### config.mk
export PLATFORM = sky130hd
export DESIGN_NAME = regf_wb_sched
export DESIGN_NICKNAME = d
export VERILOG_FILES = /design/src/rtl/regf_pkg.sv /design/src/rtl/rr_arbiter.sv /design/src/rtl/regf_wb_sched.sv
export SDC_FILE = /design/constraint.sdc
export NUM_CORES = 1
export LEC_CHECK = 0
export ABC_CLOCK_PERIOD_IN_PS = 6610
export CAP_MARGIN = 20
export CORE_MARGIN = 2
export CORE_UTILIZATION = 39
export DETAILED_ROUTE_END_ITERATION = 16
export DONT_BUFFER_PORTS = 1
export PLACE_DENSITY = 0.58
export SKIP_LAST_GASP = 1
export SYNTH_ARGS = -nofsm -noshare
export SYNTH_HDL_FRONTEND = slang
export SYNTH_SLANG_ARGS = --single-unit
### constraint.sdc
create_clock -name clk -period 6.61 [get_ports clk]
set_input_delay 1.322 -clock clk [delete_from_list [all_inputs] [get_ports clk]]
set_output_delay 1.322 -clock clk [all_outputs]
set_load 0.03 [all_outputs]
### src/rtl/regf_pkg.sv
// Shared constants and types for the integer register file and its writeback scheduler.
package regf_pkg;

    localparam int unsigned REG_ADDR_W = 5;
    localparam int unsigned NUM_REGS   = 32;
    localparam int unsigned XLEN       = 32;

    typedef logic [REG_ADDR_W-1:0] reg_idx_t;

endpackage

### src/rtl/rr_arbiter.sv
// Combinational round-robin arbiter. Search starts at ptr+1 (mod N) and grants the first
// asserted request. The caller owns the pointer register.
module rr_arbiter #(
    parameter int unsigned N    = 3,
    parameter int unsigned IdxW = (N > 1) ? $clog2(N) : 1
) (
    input  logic [N-1:0]    req,
    input  logic [IdxW-1:0] ptr,
    output logic [N-1:0]    grant,
    output logic [IdxW-1:0] grant_idx,
    output logic            any
);

    // Rotating priority search, first hit after ptr wins.
    always_comb begin
        int unsigned idx;
        idx       = 0;
        grant     = '0;
        grant_idx = '0;
        any       = 1'b0;
        for (int unsigned k = 1; k <= N; k++) begin
            idx = (32'(ptr) + k) % N;
            if (!any && req[idx]) begin
                any        = 1'b1;
                grant[idx] = 1'b1;
                grant_idx  = IdxW'(idx);
            end
        end
    end

endmodule

### src/rtl/regf_wb_sched.sv
// Scoreboard and writeback scheduler for the 32x32 integer register file.
// Stalls issue on RAW/WAW hazards and round-robins writeback sources onto the single
// registered write port. Define REGF_SCHED_PERF_EN to add stall/conflict counters.
module regf_wb_sched
    import regf_pkg::*;
#(
    parameter int unsigned N_WB   = 3,
    parameter int unsigned XLEN_P = XLEN
) (
    input  logic                   clk,
    input  logic                   rstn,
    input  logic                   issue_valid,
    input  logic [4:0]             issue_rs1,
    input  logic [4:0]             issue_rs2,
    input  logic [4:0]             issue_rd,
    input  logic                   issue_use_rs1,
    input  logic                   issue_use_rs2,
    input  logic                   issue_wr_rd,
    output logic                   issue_ready,
    input  logic [N_WB-1:0]        wb_valid,
    input  logic [5*N_WB-1:0]      wb_addr,
    input  logic [XLEN_P*N_WB-1:0] wb_data,
    output logic [N_WB-1:0]        wb_ready,
    output logic                   w_enable,
    output logic [4:0]             w_addr,
    output logic [XLEN_P-1:0]      w_data,
    output logic [31:0]            busy,
`ifdef REGF_SCHED_PERF_EN
    output logic [31:0]            perf_stall_cycles,
    output logic [31:0]            perf_wb_conflict_cycles,
`endif
    output logic                   err_spurious
);

    localparam int unsigned IdxW = (N_WB > 1) ? $clog2(N_WB) : 1;

    logic [NUM_REGS-1:0] busy_q, busy_d;
    logic                w_enable_q;
    reg_idx_t            w_addr_q;
    logic [XLEN_P-1:0]   w_data_q;
    logic                err_q;
    logic [IdxW-1:0]     rr_ptr_q;

    logic [N_WB-1:0]     grant;
    logic [IdxW-1:0]     grant_idx;
    logic                grant_any;
    reg_idx_t            g_addr;
    logic [XLEN_P-1:0]   g_data;
    logic                issue_fire;
    logic                spurious;

    rr_arbiter #(
        .N    (N_WB),
        .IdxW (IdxW)
    ) u_arb (
        .req       (wb_valid),
        .ptr       (rr_ptr_q),
        .grant     (grant),
        .grant_idx (grant_idx),
        .any       (grant_any)
    );

    // Hazard check against the scoreboard; everything is held off during reset.
    always_comb begin
        issue_ready = rstn
                    & ~(issue_use_rs1 & busy_q[issue_rs1])
                    & ~(issue_use_rs2 & busy_q[issue_rs2])
                    & ~(issue_wr_rd   & busy_q[issue_rd]);
        issue_fire  = issue_valid & issue_ready;
        wb_ready    = rstn ? grant : '0;
    end

    // Mux the granted source's address and data.
    always_comb begin
        g_addr = '0;
        g_data = '0;
        for (int unsigned i = 0; i < N_WB; i++) begin
            if (grant[i]) begin
                g_addr = wb_addr[i*5 +: 5];
                g_data = wb_data[i*XLEN_P +: XLEN_P];
            end
        end
    end

    // Scoreboard next state: clear on commit, then set on issue so a same-edge set wins.
    always_comb begin
        busy_d = busy_q;
        if (w_enable_q) begin
            busy_d[w_addr_q] = 1'b0;
        end
        if (issue_fire && issue_wr_rd && (issue_rd != '0)) begin
            busy_d[issue_rd] = 1'b1;
        end
        busy_d[0] = 1'b0;
        // A commit to a register nobody is waiting on is a protocol error.
        spurious = w_enable_q && (w_addr_q != '0) && !busy_q[w_addr_q];
    end

    // State registers with synchronous reset.
    always_ff @(posedge clk) begin
        if (!rstn) begin
            busy_q     <= '0;
            w_enable_q <= 1'b0;
            w_addr_q   <= '0;
            w_data_q   <= '0;
            err_q      <= 1'b0;
            rr_ptr_q   <= IdxW'(N_WB - 1);
        end else begin
            busy_q     <= busy_d;
            w_enable_q <= grant_any && (g_addr != '0);
            if (grant_any) begin
                w_addr_q <= g_addr;
                w_data_q <= g_data;
                rr_ptr_q <= grant_idx;
            end
            if (spurious) begin
                err_q <= 1'b1;
            end
        end
    end

`ifdef REGF_SCHED_PERF_EN
    logic [31:0] stall_cnt_q;
    logic [31:0] conflict_cnt_q;

    // Saturating performance counters.
    always_ff @(posedge clk) begin
        if (!rstn) begin
            stall_cnt_q    <= '0;
            conflict_cnt_q <= '0;
        end else begin
            if (issue_valid && !issue_ready && (stall_cnt_q != '1)) begin
                stall_cnt_q <= stall_cnt_q + 32'd1;
            end
            if (($countones(wb_valid) > 1) && (conflict_cnt_q != '1)) begin
                conflict_cnt_q <= conflict_cnt_q + 32'd1;
            end
        end
    end

    assign perf_stall_cycles       = stall_cnt_q;
    assign perf_wb_conflict_cycles = conflict_cnt_q;
`endif

    assign w_enable     = w_enable_q;
    assign w_addr       = w_addr_q;
    assign w_data       = w_data_q;
    assign busy         = busy_q;
    assign err_spurious = err_q;

endmodule

==> out/summary.md, run 1 <==
The flow ran to the end, and the final reports show no timing, DRC or antenna violations. Based on the critical path, the design can be clocked at up to 212.5 MHz. 0 antenna diodes ended up in the layout. Routability-driven placement finished with a final weighted congestion of 0.8881. The transition time of the tightest slew-check pin came out at 1007 ps. For the number of max-slew violations in the final report, the log shows 0. The CTS buffer count is 9, and the top fanout value on the critical path is 37. In the synthesized netlist the dominant register cell turns out to be sky130_fd_sc_hd__dfxtp_1. The clock network is responsible for 21.5% of the overall power. The via count of the first global-routing pass is 4713. The worst hold path belongs to the class flip-flop to flip-flop.

Compared with the post-synthesis result, the final layout area differs by 7.315%. The number of buffers inserted by port buffering was 0; the fraction of the cycle the final worst path needs was 71.21%. The count of flip-flops with a built-in enable after synthesis is 0. In this run the worst setup path begins at wb_valid[2].

The clock root buffer was sky130_fd_sc_hd__clkbuf_16. The run gives 24.68% as the overall track demand over capacity in global routing. Entering global routing, the biggest net connects 44 pins. Setup violations remaining at the end of the flow were counted as 0. A synthesized cell averages 8.100 µm².

The logs give 16.64 mm for the post-detailed-routing wire length and 29.46% for the share of synthesized area occupied by flip-flops and latches. Total number of H-tree levels: 3. The run gives 13460 µm² as the die area.

The share of total power in combinational logic came out at 36.2%. By startpoint and endpoint, the worst setup path is classified as input pin to output pin. The number of nets in the synthesized netlist is 743.

In this run the power density over the cells is 414.9 nW/µm². Summed over all nets, the switching power comes to 1.042 mW. The count of distinct cell types in the synthesized netlist was 52.

The tools report the detailed-placement wirelength estimate as 11.78 mm. The region available for standard cell placement spans 12110 µm². The detail route stage leaves a number of antenna-violating nets equal to 0. The post-cts sizing count was 0; the buffer count from post-CTS setup fixing was 0.

The number of core rows is 40. The worst register-to-register path ends at w_enable. The number of antenna violations at the first check in global routing is 0, and the number of design-rule violations left by the first detailed-router iteration is 366. Setup repair after global routing left no endpoint under its margin. Of all flip-flops after synthesis, the portion carrying an async set or reset was 0%.

For the worst setup path, the data required time is 5290 ps. Following the worst setup path forward leads to its endpoint at wb_ready[0]. The clock sink count was 72; the final count of hold timing violations was 0. The worst setup path is captured at an output pin. Count of mapped cells out of synthesis: 604. Once the floorplan was initialized, standard cells occupied 40.39% of the core. Across the run, the number of max-cap violations was 0. The later-pin clock latency in the skew report is 340 ps.

In this run the count of I/O pins placed on the die edge is 210. Summed over all layers, the global routing overflow is 0. The number of hold buffers added after CTS was 0. The count of nets after finishing is 706, and the cell-internal power is 1.136 mW. The routed length per instance works out to 22.49 µm. The global-route wire length before repair is 25.23 mm, and the synthesis-stage register bit count is 72. The library cells used most frequently in the layout, excluding fill and tap cells, are sky130_fd_sc_hd__nand2_1, sky130_fd_sc_hd__dfxtp_1, sky130_fd_sc_hd__o211ai_1. The first detailed-routing pass took 5 iterations. The startpoint type of the worst setup path is an input pin. The tools report the placed cell area as 4964 µm². The floorplan step set the die height to 116 µm. Measured against its own limit, the worst slew margin works out to 32.77%.

TritonCTS built the clock tree. In the final timing run, aggregate negative setup slack is 0 ps. Subtracting the final worst setup slack from the clock period gives 4707 ps. Signal arrival time at the worst endpoint: 3380 ps. The tools report the startpoint of the most critical register-to-register path as rr_ptr_q[0]. For the setup skew after layout, the log shows 5.520 ps.

The horizontal die dimension was 116 µm; the count of unresolved DRC violations after routing was 0. Counting along the longest clock path gives a buffer depth of 2. Via density per instance: 6.441.

The Yosys step of the flow raised 0 warnings. The detailed-route via count was 4766; the clock transition at the register clock pins on the worst setup and hold paths after CTS was 60 ps. Switching power as a share of total power: 47.84%. The worst supply voltage drop on vdd was 0.0001844 V.

The cell area after synthesis is 4892 µm², and the depth of the worst register-to-register path is 9. Most common cell after layout, fill and taps aside: sky130_fd_sc_hd__nand2_1. The post-route netlist has 12.41% of its cells at a drive strength greater than 1.

Summed over all cells, the static leakage comes to 1.722 nW. The portion of total power attributed to sequential cells is 42.3%. The setup check on the worst reg-to-reg path leaves a slack of 3480 ps. The summed area of non-filler cells in the final layout is 5250 µm².
worst min path at each step:
stage / start / end / slack (ps) / depth (start not counted)
after floorplan: rr_ptr_q[0] / rr_ptr_q[0] / 520 / 2
after global placement: rr_ptr_q[0] / rr_ptr_q[0] / 530 / 2
after detailed placement: rr_ptr_q[0] / rr_ptr_q[0] / 550 / 2
after CTS: rr_ptr_q[0] / rr_ptr_q[0] / 560 / 2
after global routing: rr_ptr_q[0] / rr_ptr_q[0] / 620 / 2
final: rr_ptr_q[0] / rr_ptr_q[0] / 560 / 2
registers in the layout, indices dropped and copies added, names as in the netlist:
name	cells
w_data	32
busy	31
w_addr	5
rr_ptr_q	2
err_spurious	1
w_enable	1
metal layers:
metal	global-route usage, %	vias up	share of wire, %
li1	-	2180	-
met1	28.32	2233	36
met2	40.62	305	48
met3	8.787	48	12
met4	12.78	0	3.7
met5	0	-	0
area by class of cell:
class                      count  area [µm²]
clock inverter                 2       12.51
fill                        1231        6862
clock buffer                  14       274.0
timing repair buffer           9       67.56
sequential                    72        1441
tap                          168       210.2
inverter                      10       37.54
multi-input combinational    465        3207
synthesized netlist by cell type (2+ instances only):
master | instances | area [µm²]
sky130_fd_sc_hd__o211ai_1 | 67 | 503.0
sky130_fd_sc_hd__nand3b_1 | 8 | 60.06
sky130_fd_sc_hd__o31ai_1 | 27 | 202.7
sky130_fd_sc_hd__a22o_1 | 3 | 26.28
sky130_fd_sc_hd__clkbuf_1 | 47 | 176.4
sky130_fd_sc_hd__nor2_1 | 22 | 82.58
sky130_fd_sc_hd__inv_1 | 9 | 33.78
sky130_fd_sc_hd__a22oi_1 | 7 | 52.55
sky130_fd_sc_hd__mux2i_1 | 9 | 90.09
sky130_fd_sc_hd__or2_2 | 5 | 31.28
sky130_fd_sc_hd__a221oi_1 | 3 | 26.28
sky130_fd_sc_hd__mux2_2 | 6 | 67.56
sky130_fd_sc_hd__nand2b_1 | 7 | 43.79
sky130_fd_sc_hd__or3b_2 | 2 | 17.52
sky130_fd_sc_hd__o41ai_1 | 3 | 26.28
sky130_fd_sc_hd__a21oi_1 | 38 | 190.2
sky130_fd_sc_hd__buf_1 | 6 | 22.52
sky130_fd_sc_hd__o21ai_0 | 36 | 180.2
sky130_fd_sc_hd__nand4_1 | 2 | 12.51
sky130_fd_sc_hd__mux4_2 | 30 | 675.7
sky130_fd_sc_hd__and2_1 | 2 | 12.51
sky130_fd_sc_hd__a211oi_1 | 3 | 22.52
sky130_fd_sc_hd__nor2b_1 | 5 | 31.28
sky130_fd_sc_hd__nand2_1 | 136 | 510.5
sky130_fd_sc_hd__a31oi_1 | 3 | 18.77
sky130_fd_sc_hd__dfxtp_1 | 72 | 1441
sky130_fd_sc_hd__ha_1 | 4 | 50.05
sky130_fd_sc_hd__a32o_1 | 3 | 30.03
sky130_fd_sc_hd__nor3_1 | 2 | 10.01
sky130_fd_sc_hd__nor3b_1 | 2 | 15.01
sky130_fd_sc_hd__nand3_1 | 13 | 65.06
sky130_fd_sc_hd__buf_2 | 2 | 10.01
power groups by stage:
| stage | Clock [mW] | Combinational (mW) | Sequential, mW |
|---|---|---|---|
| after global placement | 0 | 0.776 | 0.931 |
| after floorplan | 0 | 0.676 | 0.836 |
| after detailed placement | 0 | 0.790 | 0.933 |
| final | 0.468 | 0.788 | 0.923 |
| after CTS | 0.481 | 0.792 | 0.924 |
| after global routing | 0.497 | 0.892 | 0.944 |
cell families (layout without fill, tap and decap cells):
logic type               count (synthesis)  in the layout  share of synthesized area [%]
multiplexers                            45             45                          17.03
AND/OR/NAND/NOR                        214            214                          19.51
AO/OA/AOI/OAI                          201            201                          27.47
flip-flops                              72             72                          29.46
buffers and inverters                   67             35                          5.422
adder cells (fa/ha/maj)                  4              4                          1.023
other                                    1              1                        0.07665
critical path: stages:
cell and delay (ps):
sky130_fd_sc_hd__mux2i_1 50, sky130_fd_sc_hd__o21ai_0 620, sky130_fd_sc_hd__a311oi_1 240, sky130_fd_sc_hd__or2_2 600, sky130_fd_sc_hd__nor2_1 540
metrics by stage:
stage,util (%),setup slack [ps],cells,hold slack [ps],power [mW]
CTS,43.35,1898,740,558.0,2.198
floorplan,-,1316,604,517.7,1.513
detailed placement,40.98,1921,724,552.0,1.723
finish,43.35,1903,740,556.3,2.178
global placement,40.98,2005,724,533.9,1.707
global route,43.35,1755,740,615.2,2.333
No activity file was read; power rests on OpenSTA's default activity.
==> inputs of run 2 (changes only) <==
--- a/config.mk
+++ b/config.mk
@@ -5,7 +5,7 @@
 export SDC_FILE = /design/constraint.sdc
 export NUM_CORES = 1
 export LEC_CHECK = 0
-export ABC_CLOCK_PERIOD_IN_PS = 6610
+export ABC_CLOCK_PERIOD_IN_PS = 4860
 export CAP_MARGIN = 20
 export CORE_MARGIN = 2
 export CORE_UTILIZATION = 39
==> constraint.sdc (replaced) <==
create_clock -name clk -period 4.86 [get_ports clk]
set_input_delay 0.972 -clock clk [delete_from_list [all_inputs] [get_ports clk]]
set_output_delay 0.972 -clock clk [all_outputs]
set_load 0.03 [all_outputs]
==> run 2 against run 1 <==
- flip-flop and latch count is the same
- sequential power grew 34%
- clock power grew 62%
- routed wire length grew 1.8%
- via count grew 1.0%
- hold slack lost 5.9 ps
- total power grew 43%
==> out/summary.md, run 2 (synthesis results as in run 1) <==
The flow ran to the end, and the final reports show no timing, DRC or antenna violations. The logs give 4656 (-1.2%) for the via count of the first global-routing pass and 2 (unchanged) for the number of buffers on the longest clock path. The run gives 550.4 ps (-5.902 ps) as the worst-case hold slack. The tools report the clock sink count as 72 (unchanged). The die area came out at 13460 µm² (unchanged).

The type of the worst setup path is input pin to output pin. The static leakage was 1.772 nW (+2.9%). Count of unresolved DRC violations after routing: 0 (unchanged).

The run gives 0 (unchanged) as the post-cts sizing count. The filler cell count in the final layout is 1194 (-3.0%). The share of total power in combinational logic was 35.8% (-0.4 points).

TritonCTS built the clock tree. Area used by sequential logic in the layout: 1441 µm² (unchanged). The signal arrival time at the worst endpoint was 2960 ps (-420 ps). The logs give 340 ps (about the same) for the later-pin clock latency in the skew report and 0 (unchanged) for the number of failing setup endpoints in the final timing report. The fraction of layout instances using a drive strength above 1 works out to 13.37% (+0.96 points). The routed metal-1 wire length is 6.291 mm (+3.6%).

The global-route wire length before repair is 25.52 mm (+1.2%). The CTS buffer count is 9 (unchanged). The portion of total power attributed to sequential cells is 39.8% (-2.5 points), and the number of buffers inserted by port buffering is 0 (unchanged). The worst path needs 3934 ps of the cycle, external delays included.

The run gives 0 (unchanged) as the buffer count from post-CTS setup fixing. The top fanout value on the critical path is 32 (-14%), and the final count of hold timing violations is 0 (unchanged). The clock transition at the register clock pins on the worst setup and hold paths after CTS was 60 ps (about the same); the area of the multi-input gates was 3207 µm² (unchanged). For the detailed-placement wirelength estimate, the log shows 12.16 mm (+3.3%). The number of core rows is 40 (unchanged), and the number of flip-flops in the largest register is 32 (unchanged). The switching component of the power came out at 1.439 mW (+38%).

The horizontal die dimension is 116 µm (unchanged). The required time at the endpoint of the critical path was 3890 ps (-1400 ps); the post-detailed-routing wire length was 16.95 mm (+1.8%). Type of destination of the critical path: an output pin. The number of antenna violations at the first check in global routing was 0 (unchanged). The detailed-route via count was 4814 (+1.0%). The remaining global-route overflow came out at 0 (unchanged). The count of nets after finishing was 710 (+0.57%).

The tools report the number of design-rule violations left by the first detailed-router iteration as 386 (+5.5%). The switching power as a share of total power is 46.31% (-1.5 points), and the floorplan die height is 116 µm (unchanged). The share of power burned in the clock network is 24.4% (+2.9 points), and the cell-internal power is 1.669 mW (+47%).

The number of max-capacitance violations reported is 0 (unchanged). The transition time of the tightest slew-check pin came out at 905.7 ps (-101.4 ps). The clock root buffer is sky130_fd_sc_hd__clkbuf_16.

The final critical path takes up 80.95% of the cycle. The number of search-and-repair iterations in the first detailed-routing pass is 5 (unchanged). The total power per unit cell area was 583.3 nW/µm² (+41%). The worst setup path is launched from an input pin. The type of the tightest min-delay check was flip-flop to flip-flop.

Derived from the worst setup path, the maximum achievable clock frequency is 254.2 MHz. The run gives 12110 µm² (unchanged) as the area of the placeable core. The effective utilization at floorplan was 40.39% (unchanged); the number of max-slew violations in the final report was 0 (unchanged). The tools report the worst supply voltage drop on vdd as 0.0003221 V (+75%).

The top-level I/O count was 210 (unchanged). The logs give 0.8982 (+1.1%) for the last weighted congestion value of the routability-driven placer and 0 ps (unchanged) for the setup TNS. In the layout the commonest cells are sky130_fd_sc_hd__nand2_1, sky130_fd_sc_hd__dfxtp_1, sky130_fd_sc_hd__o211ai_1.

The synthesis-to-finish area growth came out at 8.926%. The most common cell after layout, fill and taps aside is sky130_fd_sc_hd__nand2_1. The setup skew after layout was 6.285 ps (+0.7642 ps). Setup repair after global routing left no endpoint under its margin. The routed length per instance was 22.78 µm (+1.3%); the largest net degree at the start of global routing was 43 (-2.3%). The tools report the length of routed met2 wiring as 8.190 mm (+3.0%). The routed wire length on met3 is 2.005 mm (-0.30%).

Highest metal layer with signal wires: met4. The number of antenna diodes is 0 (unchanged). The run gives 3 (unchanged) as the total number of H-tree levels. Post-detailed-route count of antenna-violating nets: 0 (unchanged). The run gives 39.54% (+6.8 points) as the headroom to the max-slew limit.

The hold-fix buffer count after cts was 0 (unchanged). The via density per instance was 6.470 (+0.46%). The overall track demand over capacity in global routing is 25.09% (+0.41 points).
## run 2: cell types whose count changed in the layout (fill, tap and decap cells not counted)
| cell | previous run | this run |
|---|---|---|
| sky130_fd_sc_hd__clkbuf_8 | 3 | 0 |
| sky130_fd_sc_hd__clkbuf_1 | 2 | 0 |
| sky130_fd_sc_hd__clkinvlp_4 | 1 | 0 |
| sky130_fd_sc_hd__bufinv_16 | 0 | 3 |
| sky130_fd_sc_hd__buf_4 | 9 | 13 |
| sky130_fd_sc_hd__clkinv_2 | 1 | 4 |
## run 2: power groups by stage
stage	combinational (mW)	sequential [mW]	clock (mW)
floorplan	0.920	1.14	0
global placement	1.09	1.25	0
detailed placement	1.11	1.25	0
CTS	1.11	1.24	0.775
global route	1.24	1.26	0.800
finish	1.11	1.24	0.759
## run 2: cell type report
cell class,count,share of cell area [%]
inverters,10,0.7044
well taps,168,3.945
clock inverters,7,2.066
multi-input cells,465,60.18
flip-flops and latches,72,27.05
repair buffers,13,1.831
clock buffers,9,4.226
## run 2: critical path: stages
cell	delay (ps)
sky130_fd_sc_hd__mux4_2	470
sky130_fd_sc_hd__a32o_1	270
sky130_fd_sc_hd__a22o_1	220
sky130_fd_sc_hd__o21ai_0	160
sky130_fd_sc_hd__nand3_1	90
sky130_fd_sc_hd__buf_4	260
sky130_fd_sc_hd__a211oi_1	280
sky130_fd_sc_hd__buf_4	220
## run 2: metrics by stage
step | cells | power, mW | cell area [µm²] | util [%] | setup WS (ps)
2_1_floorplan | 604 | 2.057 | 4892 | - | 265.6
3_3_place_gp | 728 | 2.341 | 4994 | 41.23 | 966.6
3_5_place_dp | 728 | 2.360 | 4994 | 41.23 | 953.3
4_1_cts | 744 | 3.126 | 5329 | 44.00 | 953.7
5_1_grt | 744 | 3.301 | 5329 | 44.00 | 819.1
6_report | 744 | 3.109 | 5329 | 44.00 | 925.6
## run 2: final timing paths
| path | start | endpoint | slack [ps] | depth (start not counted) |
|---|---|---|---|---|
| min reg2reg | rr_ptr_q[0] | rr_ptr_q[0] | 550 | 2 |
| max reg2reg | busy[30] | busy[28] | 1670 | 7 |
| min | rr_ptr_q[0] | rr_ptr_q[0] | 550 | 2 |
| max | issue_rs2[0] | issue_ready | 930 | 8 |
## run 2: per-layer routing
| metal | vias up | track usage (%) |
|---|---|---|
| li1 | 2188 | - |
| met1 | 2287 | 28.98 |
| met5 | - | 0 |
| met2 | 293 | 41.83 |
| met3 | 46 | 8.891 |
| met4 | 0 | 11.51 |
==> inputs of run 3 (changes only) <==
--- a/config.mk
+++ b/config.mk
@@ -5,13 +5,13 @@
 export SDC_FILE = /design/constraint.sdc
 export NUM_CORES = 1
 export LEC_CHECK = 0
-export ABC_CLOCK_PERIOD_IN_PS = 4860
+export ABC_CLOCK_PERIOD_IN_PS = 3420
 export CAP_MARGIN = 20
 export CORE_MARGIN = 2
 export CORE_UTILIZATION = 39
 export DETAILED_ROUTE_END_ITERATION = 16
 export DONT_BUFFER_PORTS = 1
-export PLACE_DENSITY = 0.58
+export PLACE_DENSITY = 0.6
 export SKIP_LAST_GASP = 1
 export SYNTH_ARGS = -nofsm -noshare
 export SYNTH_HDL_FRONTEND = slang
==> constraint.sdc (replaced) <==
create_clock -name clk -period 3.42 [get_ports clk]
set_input_delay 0.684 -clock clk [delete_from_list [all_inputs] [get_ports clk]]
set_output_delay 0.684 -clock clk [all_outputs]
set_load 0.03 [all_outputs]
==> run 3 against run 2 <==
- largest power group unchanged
- sequential share of layout area shrank 0.63 points
- utilization grew 1.1 points
- global-route usage shrank 0.46 points
- combinational power grew 53%
- die area is the same
- critical endpoint unchanged
==> out/summary.md, run 3 (synthesis results as in run 1) <==
Walking the worst path, the cells encountered are mux4_2, mux2_2, a32o_1, nor3_2, nand2_1, a211oi_4, buf_4. The largest net degree at the start of global routing was 40 (-7.0%); the detailed-placement wirelength estimate was 12.46 mm (+2.4%). The startpoint identified for the worst hold timing path is rstn. Number of max-slew violations in the final report: 0 (unchanged). By startpoint and endpoint, the worst setup path is classified as flip-flop to output pin. For the number of antenna violations at the first check in global routing, the log shows 1 (+1).

In the layout the commonest cells are sky130_fd_sc_hd__nand2_1, sky130_fd_sc_hd__dfxtp_1, sky130_fd_sc_hd__o211ai_1. The count of nets after finishing was 735 (+3.5%); the top fanout value on the critical path was 6 (-81%). The logs give 40 (unchanged) for the number of core rows and 2 (unchanged) for the number of buffers on the longest clock path.

The tools report the setup TNS as 0 ps (unchanged). Worst supply voltage drop on vdd: 0.0003996 V (+24%). The signal arrival time at the worst endpoint is 2520 ps (-440 ps), and the final count of hold timing violations is 0 (unchanged). The global-route wire length before repair was 25.43 mm (-0.38%). The total buffers and inverters traversed by the critical path came out at 1 (-1).

The buffer count from post-CTS setup fixing was 0 (unchanged); the worst-case hold slack was 479.1 ps (-71.29 ps). The number of instances on the worst hold path was 1 (-1); the horizontal die dimension was 116 µm (unchanged). The synthesis-to-finish area growth works out to 11.71%. The tools report the setup slack of the most critical reg-to-reg path as 560 ps (-1110 ps). The hold-fix buffer count after cts was 0 (unchanged); the achievable frequency was 311.8 MHz.

The last weighted congestion value of the routability-driven placer was 0.9451 (+5.2%); the area of the placeable core was 12110 µm² (unchanged). The worst hold path terminates at w_addr[2]. The critical path's slowest cell was sky130_fd_sc_hd__mux4_2.

TritonCTS built the clock tree. The fraction of layout instances using a drive strength above 1 came out at 17.09% (+3.7 points). The floorplan die height came out at 116 µm (unchanged). The tools report the remaining global-route overflow as 0 (unchanged). Fraction of the cycle the final worst path needs: 93.79%. Most common cell after layout, fill and taps aside: sky130_fd_sc_hd__nand2_1.

The number of design-rule violations left by the first detailed-router iteration is 392 (+1.6%). The number of max-capacitance violations reported was 0 (unchanged). The endpoint identified for the worst register-to-register timing path is w_enable.

Count of unresolved DRC violations after routing: 0 (unchanged). The later-pin clock latency in the skew report was 340 ps (about the same); the post-detailed-route count of antenna-violating nets was 0 (unchanged). Setup repair after global routing left no endpoint under its margin.

The largest stage delay on the critical path works out to 480 ps (about the same). STA classifies the critical path endpoint as an output pin. The depth of the worst register-to-register path was 8 (+1). The static leakage was 1.864 nW (+5.2%); the via count of the first global-routing pass was 4798 (+3.0%). The required time at the endpoint of the critical path was 2740 ps (-1150 ps); the routed length per instance was 22.03 µm (-3.3%).

The total power per unit cell area came out at 779.9 nW/µm² (+34%). The kind of cell with the highest combined delay along the critical path is multiplexers. The number of flip-flops in the largest register was 32 (unchanged).

The startpoint type of the worst setup path was a flip-flop. The number of buffers inserted by port buffering works out to 0 (unchanged). The tree is rooted in a sky130_fd_sc_hd__clkbuf_16. The post-layout minimum cycle time is 3208 ps. The die area was 13460 µm² (unchanged); the detailed-route via count was 4956 (+2.9%).

The logs give 4.262 mW (+37%) for the power consumption and 24.63% (-0.46 points) for the overall track demand over capacity in global routing. Top-level I/O count: 210 (unchanged). The type of the tightest min-delay check was input pin to flip-flop.

The headroom to the max-slew limit was 39.90% (+0.36 points). The number of failing setup endpoints in the final timing report is 0 (unchanged). The tools report the total number of H-tree levels as 3 (unchanged).

In this run the critical register-to-register path is launched from rr_ptr_q[0]. The number of cells in the design after placement was 751 (+3.2%); the setup skew after layout was 6.255 ps (-0.02926 ps). Via density per instance: 6.470 (about the same). The transition time of the tightest slew-check pin is 900.3 ps (-5.402 ps), and the clock sink count is 72 (unchanged).

The effective utilization at floorplan came out at 40.39% (unchanged). The flow ran to the end, and the final reports show no timing, DRC or antenna violations. The number of search-and-repair iterations in the first detailed-routing pass was 5 (unchanged); the post-detailed-routing wire length was 16.88 mm (-0.42%). The number of non-filler instances in the completed layout was 766 (+3.0%); the clock transition at the register clock pins on the worst setup and hold paths after CTS was 60 ps (about the same). The CTS buffer count is 9 (unchanged).
[run 3: per-layer routing]
metal	track usage [%]	vias up	wire, µm
met5	0	-	0
met2	40.70	318	8008
met3	7.688	37	1978
met1	30.14	2365	6417
met4	9.524	0	471
li1	-	2236	-
[run 3: layout make-up]
class,count,area (µm²)
fill,1217,6646
multi-input combinational,466,3237
sequential,72,1444
timing repair buffer,37,285.3
clock buffer,10,239.0
tap,168,210.2
inverter,10,37.54
clock inverter,2,10.01
antenna,1,2.502
[run 3: worst max-delay path by stage]
stage / to / cells after the start / start
2_1_floorplan: issue_ready / 8 / issue_rs2[0]
3_3_place_gp: issue_ready / 7 / issue_rd[0]
3_5_place_dp: issue_ready / 7 / issue_rd[0]
4_1_cts: issue_ready / 7 / busy[20]
5_1_grt: wb_ready[0] / 8 / rr_ptr_q[0]
6_report: issue_ready / 7 / busy[28]
[run 3: stage by stage]
stage	setup slack, ps	util, %	cell area, µm²
2_1_floorplan	0.4867	-	4906
3_3_place_gp	322.5	42.76	5179
3_5_place_dp	284.8	42.76	5179
4_1_cts	95.92	44.81	5428
5_1_grt	27.44	45.12	5465
6_report	212.4	45.12	5465
[run 3: power breakdown]
part,switching [mW],internal (mW)
Clock,0.335,0.491
Combinational,1.04,0.654
Sequential,0.677,1.06
[run 3: repair_timing]
item	4_1_cts	5_1_grt
endpoints found under the hold margin	0	0
setup endpoints to repair	0	2
resized for setup	0	3
